[src/rtl/video_timing_sequencer.sv]
// Raster timing generator for the DVI test-pattern path.
// Produces hsync/vsync/active_pixel plus aligned h/v counters and sequences
// the pattern index at frame boundaries. Start and stop are frame-clean.
module video_timing_sequencer #(
  parameter int unsigned H_ACTIVE           = 1280,
  parameter int unsigned H_FP               = 110,
  parameter int unsigned H_SYNC             = 40,
  parameter int unsigned H_BP               = 220,
  parameter int unsigned V_ACTIVE           = 720,
  parameter int unsigned V_FP               = 5,
  parameter int unsigned V_SYNC             = 5,
  parameter int unsigned V_BP               = 20,
  parameter int unsigned FRAMES_PER_PATTERN = 60,
  parameter int unsigned NUM_PATTERNS       = 4
) (
  input  logic        clk,
  input  logic        reset,
  input  logic        enable,
  output logic        hsync_out,
  output logic        vsync_out,
  output logic        active_pixel,
  output logic [11:0] h_count,
  output logic [11:0] v_count,
  output logic        frame_start,
  output logic [1:0]  pattern_sel,
  output logic        running
);

  localparam int unsigned H_TOTAL = H_ACTIVE + H_FP + H_SYNC + H_BP;
  localparam int unsigned V_TOTAL = V_ACTIVE + V_FP + V_SYNC + V_BP;

  // Frame counter must be able to hold FRAMES_PER_PATTERN itself: a frame
  // that completes while draining leaves a pending advance for the next start.
  localparam int unsigned FC_W = (FRAMES_PER_PATTERN < 2) ? 1 : $clog2(FRAMES_PER_PATTERN + 1);

  localparam logic [11:0]     H_LAST   = 12'(H_TOTAL - 1);
  localparam logic [11:0]     V_LAST   = 12'(V_TOTAL - 1);
  localparam logic [12:0]     H_ACT_W  = 13'(H_ACTIVE);
  localparam logic [12:0]     V_ACT_W  = 13'(V_ACTIVE);
  localparam logic [12:0]     HS_BEGIN = 13'(H_ACTIVE + H_FP);
  localparam logic [12:0]     HS_END   = 13'(H_ACTIVE + H_FP + H_SYNC);
  localparam logic [12:0]     VS_BEGIN = 13'(V_ACTIVE + V_FP);
  localparam logic [12:0]     VS_END   = 13'(V_ACTIVE + V_FP + V_SYNC);
  localparam logic [FC_W-1:0] FC_LAST  = FC_W'(FRAMES_PER_PATTERN - 1);
  localparam logic [FC_W-1:0] FC_FULL  = FC_W'(FRAMES_PER_PATTERN);
  localparam logic [1:0]      PAT_LAST = 2'(NUM_PATTERNS - 1);

  if (H_TOTAL > 4096 || V_TOTAL > 4096 || H_TOTAL == 0 || V_TOTAL == 0 ||
      FRAMES_PER_PATTERN == 0 || NUM_PATTERNS == 0 || NUM_PATTERNS > 4) begin : g_bad_params
    $error("video_timing_sequencer: unsupported parameter set");
  end

  typedef enum logic [1:0] {
    IDLE  = 2'd0,
    RUN   = 2'd1,
    DRAIN = 2'd2
  } state_t;

  state_t          state;
  logic [FC_W-1:0] frame_cnt;

  logic        h_last;
  logic        v_last;
  logic        frame_end;
  logic        run_nxt;
  logic        fs_nxt;
  logic [11:0] h_nxt;
  logic [11:0] v_nxt;
  logic        hs_nxt;
  logic        vs_nxt;
  logic        act_nxt;
  logic [1:0]  pat_next;

  // Next raster position and its decode; every output register loads from
  // this one position so all outputs stay aligned with h_count/v_count.
  always_comb begin
    h_last    = (h_count == H_LAST);
    v_last    = (v_count == V_LAST);
    frame_end = (state != IDLE) && h_last && v_last;

    if (state == IDLE) begin
      run_nxt = enable;
      fs_nxt  = enable;
    end else begin
      run_nxt = enable || !frame_end;
      fs_nxt  = enable && frame_end;
    end

    if (state == IDLE || h_last) begin
      h_nxt = '0;
    end else begin
      h_nxt = h_count + 12'd1;
    end

    if (state == IDLE || (h_last && v_last)) begin
      v_nxt = '0;
    end else if (h_last) begin
      v_nxt = v_count + 12'd1;
    end else begin
      v_nxt = v_count;
    end

    act_nxt = run_nxt && ({1'b0, h_nxt} < H_ACT_W) && ({1'b0, v_nxt} < V_ACT_W);
    hs_nxt  = run_nxt && ({1'b0, h_nxt} >= HS_BEGIN) && ({1'b0, h_nxt} < HS_END);
    vs_nxt  = run_nxt && ({1'b0, v_nxt} >= VS_BEGIN) && ({1'b0, v_nxt} < VS_END);

    pat_next = (pattern_sel == PAT_LAST) ? '0 : pattern_sel + 2'd1;
  end

  // Control FSM, registered raster outputs and pattern sequencing.
  always_ff @(posedge clk or posedge reset) begin
    if (reset) begin
      state        <= IDLE;
      running      <= 1'b0;
      frame_start  <= 1'b0;
      h_count      <= '0;
      v_count      <= '0;
      hsync_out    <= 1'b0;
      vsync_out    <= 1'b0;
      active_pixel <= 1'b0;
      pattern_sel  <= '0;
      frame_cnt    <= '0;
    end else begin
      if (!run_nxt) begin
        state <= IDLE;
      end else if (enable) begin
        state <= RUN;
      end else begin
        state <= DRAIN;
      end

      running      <= run_nxt;
      frame_start  <= fs_nxt;
      h_count      <= h_nxt;
      v_count      <= v_nxt;
      hsync_out    <= hs_nxt;
      vsync_out    <= vs_nxt;
      active_pixel <= act_nxt;

      // frame_cnt counts completed frames of the current pattern. A wrap
      // advances on the FRAMES_PER_PATTERN-th completion; a start from IDLE
      // advances only if the last drained frame filled the count.
      if (fs_nxt) begin
        if (frame_cnt == ((state == IDLE) ? FC_FULL : FC_LAST)) begin
          frame_cnt   <= '0;
          pattern_sel <= pat_next;
        end else if (state != IDLE) begin
          frame_cnt <= frame_cnt + FC_W'(1);
        end
      end else if (frame_end) begin
        frame_cnt <= frame_cnt + FC_W'(1);
      end
    end
  end

endmodule

[config.mk]
export PLATFORM = sky130hd
export DESIGN_NAME = video_timing_sequencer
export DESIGN_NICKNAME = d
export VERILOG_FILES = /design/src/rtl/video_timing_sequencer.sv
export SDC_FILE = /design/constraint.sdc
export NUM_CORES = 1
export LEC_CHECK = 0
export ABC_AREA = 1
export CELL_PAD_IN_SITES_DETAIL_PLACEMENT = 0
export CELL_PAD_IN_SITES_GLOBAL_PLACEMENT = 1
export CORE_ASPECT_RATIO = 1.5
export CORE_MARGIN = 2
export CORE_UTILIZATION = 36
export DETAILED_ROUTE_END_ITERATION = 10
export HOLD_SLACK_MARGIN = 0.1
export PLACE_DENSITY_LB_ADDON = 0.2
export SLEW_MARGIN = 10
export SYNTH_ARGS = -nofsm -noshare
export SYNTH_HDL_FRONTEND = slang
export SYNTH_SLANG_ARGS = --single-unit
[constraint.sdc]
create_clock -name clk -period 1.6 [get_ports clk]
set_input_delay 0.32 -clock clk [delete_from_list [all_inputs] [get_ports clk]]
set_output_delay 0.32 -clock clk [all_outputs]
set_load 0.01 [all_outputs]
# Word level (Yosys, flattened, before mapping)
# Index checks and enable logic that the tools add are counted.
dict set report totals {
  ff_bits 39
  latchBits 0
  mem_bits_rw 0
  rom_bits 0
  input_bits 3
  out_inout_bits 31
  wordCells 57
  n_memories 0
}
dict set report op_classes {
  add_sub_neg 4
  mul 0
  div 0
  n_lt_le_gt_ge 6
  eq_ne 5
  shifts 0
  muxes 13
  n_bitwise 0
  n_reduce_logical 19
}
# op n
set ops {}
lappend ops {{2-to-1 mux 12 bit} 3}
lappend ops {{adder 12 x 1 -> 12 bit, second input constant} 2}
lappend ops {{< comparator 12 x 10 -> 1 bit, second input constant} 2}
lappend ops {{< comparator 12 x 11 -> 1 bit, second input constant} 2}
lappend ops {{2-to-1 mux 6 bit} 4}
lappend ops {{== test 12 x 10 -> 1 bit, second input constant} 1}
lappend ops {{== test 12 x 11 -> 1 bit, second input constant} 1}
lappend ops {{>= comparator 12 x 10 -> 1 bit, second input constant} 1}
lappend ops {{>= comparator 12 x 11 -> 1 bit, second input constant} 1}
lappend ops {{logical AND 1 bit} 10}
lappend ops {{adder 6 x 1 -> 6 bit, second input constant} 1}
lappend ops {{== test 6 bit} 1}
lappend ops {{2-to-1 mux 2 bit} 3}
lappend ops {{AND reduction 2 bit} 2}
lappend ops {{nonzero test 2 bit} 2}
lappend ops {{logical OR 1 bit} 3}
lappend ops {{2-to-1 mux 3 bit} 1}
lappend ops {{inequality test 3 x 1 -> 1 bit, second input constant} 1}
lappend ops {{adder 2 x 1 -> 2 bit, second input constant} 1}
lappend ops {{== test 2 bit, second input constant} 1}
lappend ops {{zero test 2 bit} 1}
lappend ops {{2-to-1 mux 1 bit} 2}
lappend ops {{zero test 1 bit} 1}

# Depth between registers and ports, before layout
# Gate-level depths: netlist (run 1).
dict set report depth {
  ltp_word 8
  ltp_mapped 14
  mapped_depth_nobuf 14
}

# Worst setup path after synthesis (run 1)
# Ideal clock, no wire load.
dict set report synth_timing {
  kind {register -> register}
  start {register v_count[0]}
  end {register pattern_sel[0]}
  setup_time_ns 0.119
  arrival_ns 1.703
  required_time_ns 1.481
  slack_ns -0.222
  path_stages_with_launch 10
  path_buffers 0
  synth_period_minus_slack_ns 1.822
  path_cell_list {dfrtp_1 -> ha_1 -> nand2_1 -> nor2_1 -> nand3_1 -> o21ai_4 -> nand2_4 -> nor2_1 -> o21ai_0 -> o21a_1}
}
dict set report synth_between {
  elab_chain_len 5
}
# element line_no
set synth_lines {}
lappend synth_lines {{from (decl)} 23} ;# output logic [11:0] v_count,
lappend synth_lines {{from (signal assigned)} 135} ;# v_count <= v_nxt;
lappend synth_lines {{== test 12 x 10 -> 1 bit} 78} ;# v_last = (v_count == V_LAST);
lappend synth_lines {{logical AND 1 bit} 79} ;# frame_end = (state != IDLE) && h_last && v_last;
lappend synth_lines {{logical AND 1 bit} 86} ;# fs_nxt = enable && frame_end;
lappend synth_lines {{2-to-1 mux 1 bit} 81} ;# if (state == IDLE) begin
lappend synth_lines {{AND reduction 2 bit (no line)} n/a}
lappend synth_lines {{to (signal assigned)} 146} ;# pattern_sel <= pat_next;
lappend synth_lines {{to (decl)} 25} ;# output logic [1:0] pattern_sel,
# Every way passes these cells.
# A chain may end at the register's enable or synchronous reset.

# Worst setup path after layout (run 1)
dict set report layout_timing {
  start {register v_count[1]}
  end {register vsync_out}
}
dict set report layout_between {
  elab_chain_len 7
  word_cells_on_any_way 14
  classes_between {1 x add/sub; 2 x order compare; 1 x eq/ne; 3 x mux; 7 x reduce/logical}
}
# element line_no
set layout_lines {}
lappend layout_lines {{branches (longest 3 deep; another with adder 12 x 1 -> 12 bit)} n/a}
lappend layout_lines {{2-to-1 mux 12 bit *} 95} ;# if (state == IDLE || (h_last && v_last)) begin
lappend layout_lines {{net v_nxt[2]} 68} ;# logic [11:0] v_nxt;
lappend layout_lines {{>= comparator 12 x 10 -> 1 bit} 105} ;# vs_nxt = run_nxt && ({1'b0, v_nxt} >= VS_BEGIN) && ({1'b0, v_nxt} < VS_END);
lappend layout_lines {{logical AND 1 bit} 105}
lappend layout_lines {{logical AND 1 bit *} 105}
lappend layout_lines {{net vs_nxt} 70} ;# logic vs_nxt;
lappend layout_lines {{to (signal assigned)} 137} ;# vsync_out <= vs_nxt;
lappend layout_lines {{to (decl)} 20} ;# output logic vsync_out,
# Mark *: on every way through the listed nets, which the timed path passes.

==> results of run 1 <==
state kept, by name (all words and copies together), names as in the netlist:
name	cells
frame_start	1
v_count	12
state	2
vsync_out	1
frame_cnt	6
hsync_out	1
running	1
active_pixel	1
h_count	12
pattern_sel	2
layer usage:
| layer | share of wire [%] | up-vias | GRT usage [%] |
|---|---|---|---|
| met1 | 38 | 1221 | 21.1 |
| met4 | 1.9 | 0 | 6.06 |
| met3 | 2.7 | 9 | 2.46 |
| met5 | 0 | - | 0 |
| met2 | 57 | 43 | 38.8 |
| li1 | - | 1355 | - |
area by class of cell:
cell class                 instances  area (sq um)  area share [%]
clock inverter                     2          12.5           0.320
timing repair buffer             117          1010            25.9
inverter                          47           176            4.52
sequential                        39           978            25.1
clock buffer                       6          72.6            1.86
tap                               78          97.6            2.50
multi-input combinational        268          1560            39.8
synth_stat cells (all sizes together):
library cell  count
xor2              7
nand2           115
o22ai             1
inv              47
nor2             63
nor3              4
o21ai            20
xnor2             6
nand4             9
nor4              1
or2               2
buf               2
ha                6
dfrtp            39
o21bai            2
clkbuf            1
a21oi             3
o21a              2
nand3b            1
nand3            24
cells by family after synthesis:
kind of cell / Yosys count / synth area share (%)
adder cells (fa/ha/maj): 6 / 2.98
AND/OR/NAND/NOR: 219 / 39.3
buffers and inverters: 50 / 7.89
AO/OA/AOI/OAI: 28 / 6.60
flip-flops: 39 / 38.7
XOR/XNOR: 13 / 4.52
worst max-delay path, cell delays in order, from the launching register on:
cell	delay, ns
dfrtp_1	0.38
inv_1	0.06
ha_2	0.17
nand2_1	0.05
nor2_1	0.08
nand3_1	0.13
buf_4	0.18
o21ai_4	0.23
buf_6	0.20
nor2_2	0.06
nand2_1	0.06
nand2_1	0.05
nand3_1	0.07
nor2_1	0.04
power by group through the flow:
stage	clock network, mW	logic, mW	registers [mW]
after floorplan	0	0.215	1.12
after global placement	0	0.468	1.09
after detailed placement	0	0.470	1.09
after CTS	0.678	0.484	1.07
after global routing	0.718	0.594	1.08
final	0.660	0.532	1.07
worst max path at each step:
stage | from | to | slack [ns] | cells after the start
6_report | v_count[1] | vsync_out | -0.26 | 13
2_1_floorplan | v_count[1] | frame_cnt[1] | -0.13 | 11
3_5_place_dp | h_count[1] | active_pixel | -0.35 | 13
4_1_cts | h_count[1] | active_pixel | -0.24 | 13
5_1_grt | v_count[1] | frame_cnt[3] | -0.38 | 11
3_3_place_gp | h_count[1] | active_pixel | -0.36 | 13
per-stage QoR:
| stage | utilization (%) | area (sq um) | setup WS (ns) | TNS [ns] |
|---|---|---|---|---|
| 6_report | 57.4 | 3910 | -0.257 | -3.09 |
| 3_3_place_gp | 50.9 | 3470 | -0.358 | -2.93 |
| 3_5_place_dp | 50.9 | 3470 | -0.349 | -3.13 |
| 2_1_floorplan | - | 2540 | -0.133 | -0.954 |
| 5_1_grt | 57.4 | 3910 | -0.382 | -5.52 |
| 4_1_cts | 53.7 | 3650 | -0.241 | -3.19 |
what timing repair did:
item                                    in CTS  in global routing
cloned                                       2                  0
endpoints found under the setup margin      53                 34
gates resized for setup                     48                 60
buffers inserted                             8                  9
pin swaps                                    6                 14
==> impl_metrics.tcl, run 1 <==
set metrics [dict create \
    drv_cap 0 \
    comb_power_share_pct 23.5 \
    drive_gt1_share_pct 33.6 \
    portBuffers 33 \
    skew_ns 0.00354 \
    via_per_inst 4.72 \
    initial_utilization_pct 37.0 \
    std_cell_rows 37 \
    avgSynthCellArea_sq_um 7.10 \
    synth-seq-area-share_pct 38.7 \
    drv_slew 0 \
    drc_errors 0 \
    die_h_microns 106 \
    power_density_mw_per_mm2 580 \
    hold_buffers 0 \
    cp.arrival_ns 2.04 \
    layout_common_cells "nand2_1, buf_4, nor2_1" \
    critPathKind "reg2reg" \
    grt_pass1_wl_mm 11.8 \
    clk_pin_slew_ns 0.08 \
    cts-root-buf "clkbuf_8" \
    cts_buffer_depth 2 \
    ant_nets 0 \
    grt_max_degree 40 \
    fin_crit_sh_pct 116 \
    p_leak_nw 1.92 \
    wl_per_cell_microns 13.0 \
    synth_cell_types 32 \
    synthTopCellsByArea "dfrtp_1, nand2_1, nor2_1" \
    finalNetCount 487 \
    numCtsBuffers 5 \
    syn_nets 364 \
    peakVddDrop_v 0.000565 \
    grt_use_total_pct 19.8 \
    r2r-end "vsync_out" \
    violations "setup timing" \
    boundaryPins 34 \
    routed_wl_mm 7.26 \
    cts_tree "built" \
    dp_hpwl_mm 5.44 \
    whs_ns 0.386 \
    synth_largest_area_cell "dfrtp_1" \
    synth_area_sq_mm 0.00252 \
    power_frac_clock_pct 29.1 \
    min-delay-path-class "in2async" \
    netSwitchingFraction_pct 29.8 \
    synth_top_area_share_pct 38.7 \
    antenna_cells 0 \
    overflow 0 \
    status "complete, but fails checks" \
    r2r-start "v_count[1]" \
    min_period_ns 1.86 \
    vias 2628 \
    drtPass1Iterations 4 \
    seq_power_share_pct 47.4 \
    relSlewSlack_pct 78.6 \
    rsz0062_at_grt "true" \
    core_sq_mm 0.00681 \
    worst-path-max-fanout 7 \
    layout_commonest_cell "nand2_1" \
    fill_cells 662 \
    dieArea_sq_mm 0.00770 \
    fmax_mhz 539 \
    hold_viol 0 \
    cp-end-kind "flip-flop" \
    area_growth_pct 54.9 \
    dp.cells 531 \
    worstPathRequired_ns 1.78 \
    syn_inst 355 \
    drt_iter0_drc 97 \
    cp-start-kind "flip-flop" \
    rr_worst_depth 13 \
    ys_warn_count 0 \
    finalPower_mw 2.27 \
    r2r_slack_ns -0.26 \
    switchingPower_mw 0.675 \
    antenna_found_initial 0 \
    final-setup-viol-count 22 \
    insertion_delay_ns 0.29 \
    fin_ws_ns -0.257 \
    cts-htree-levels 2 \
    ys_ff_latch 39 \
    p_int_mw 1.59 \
    final-instance-count-excl-fill 557 \
    cts.sink_count 39 \
    die_x_microns 72.3 \
    first_global_vias 2615 \
    gp_congestion 0.830 \
    tightest_slew_ns 0.321 \
]
Note: power is estimated with default switching activity, not from simulation.
==> inputs of run 2 (changes only) <==
SLEW_MARGIN = 0   (was 10)
==> results of run 2 <==
Same layout as run 1: the final DEF is identical, and so are final timing and power.
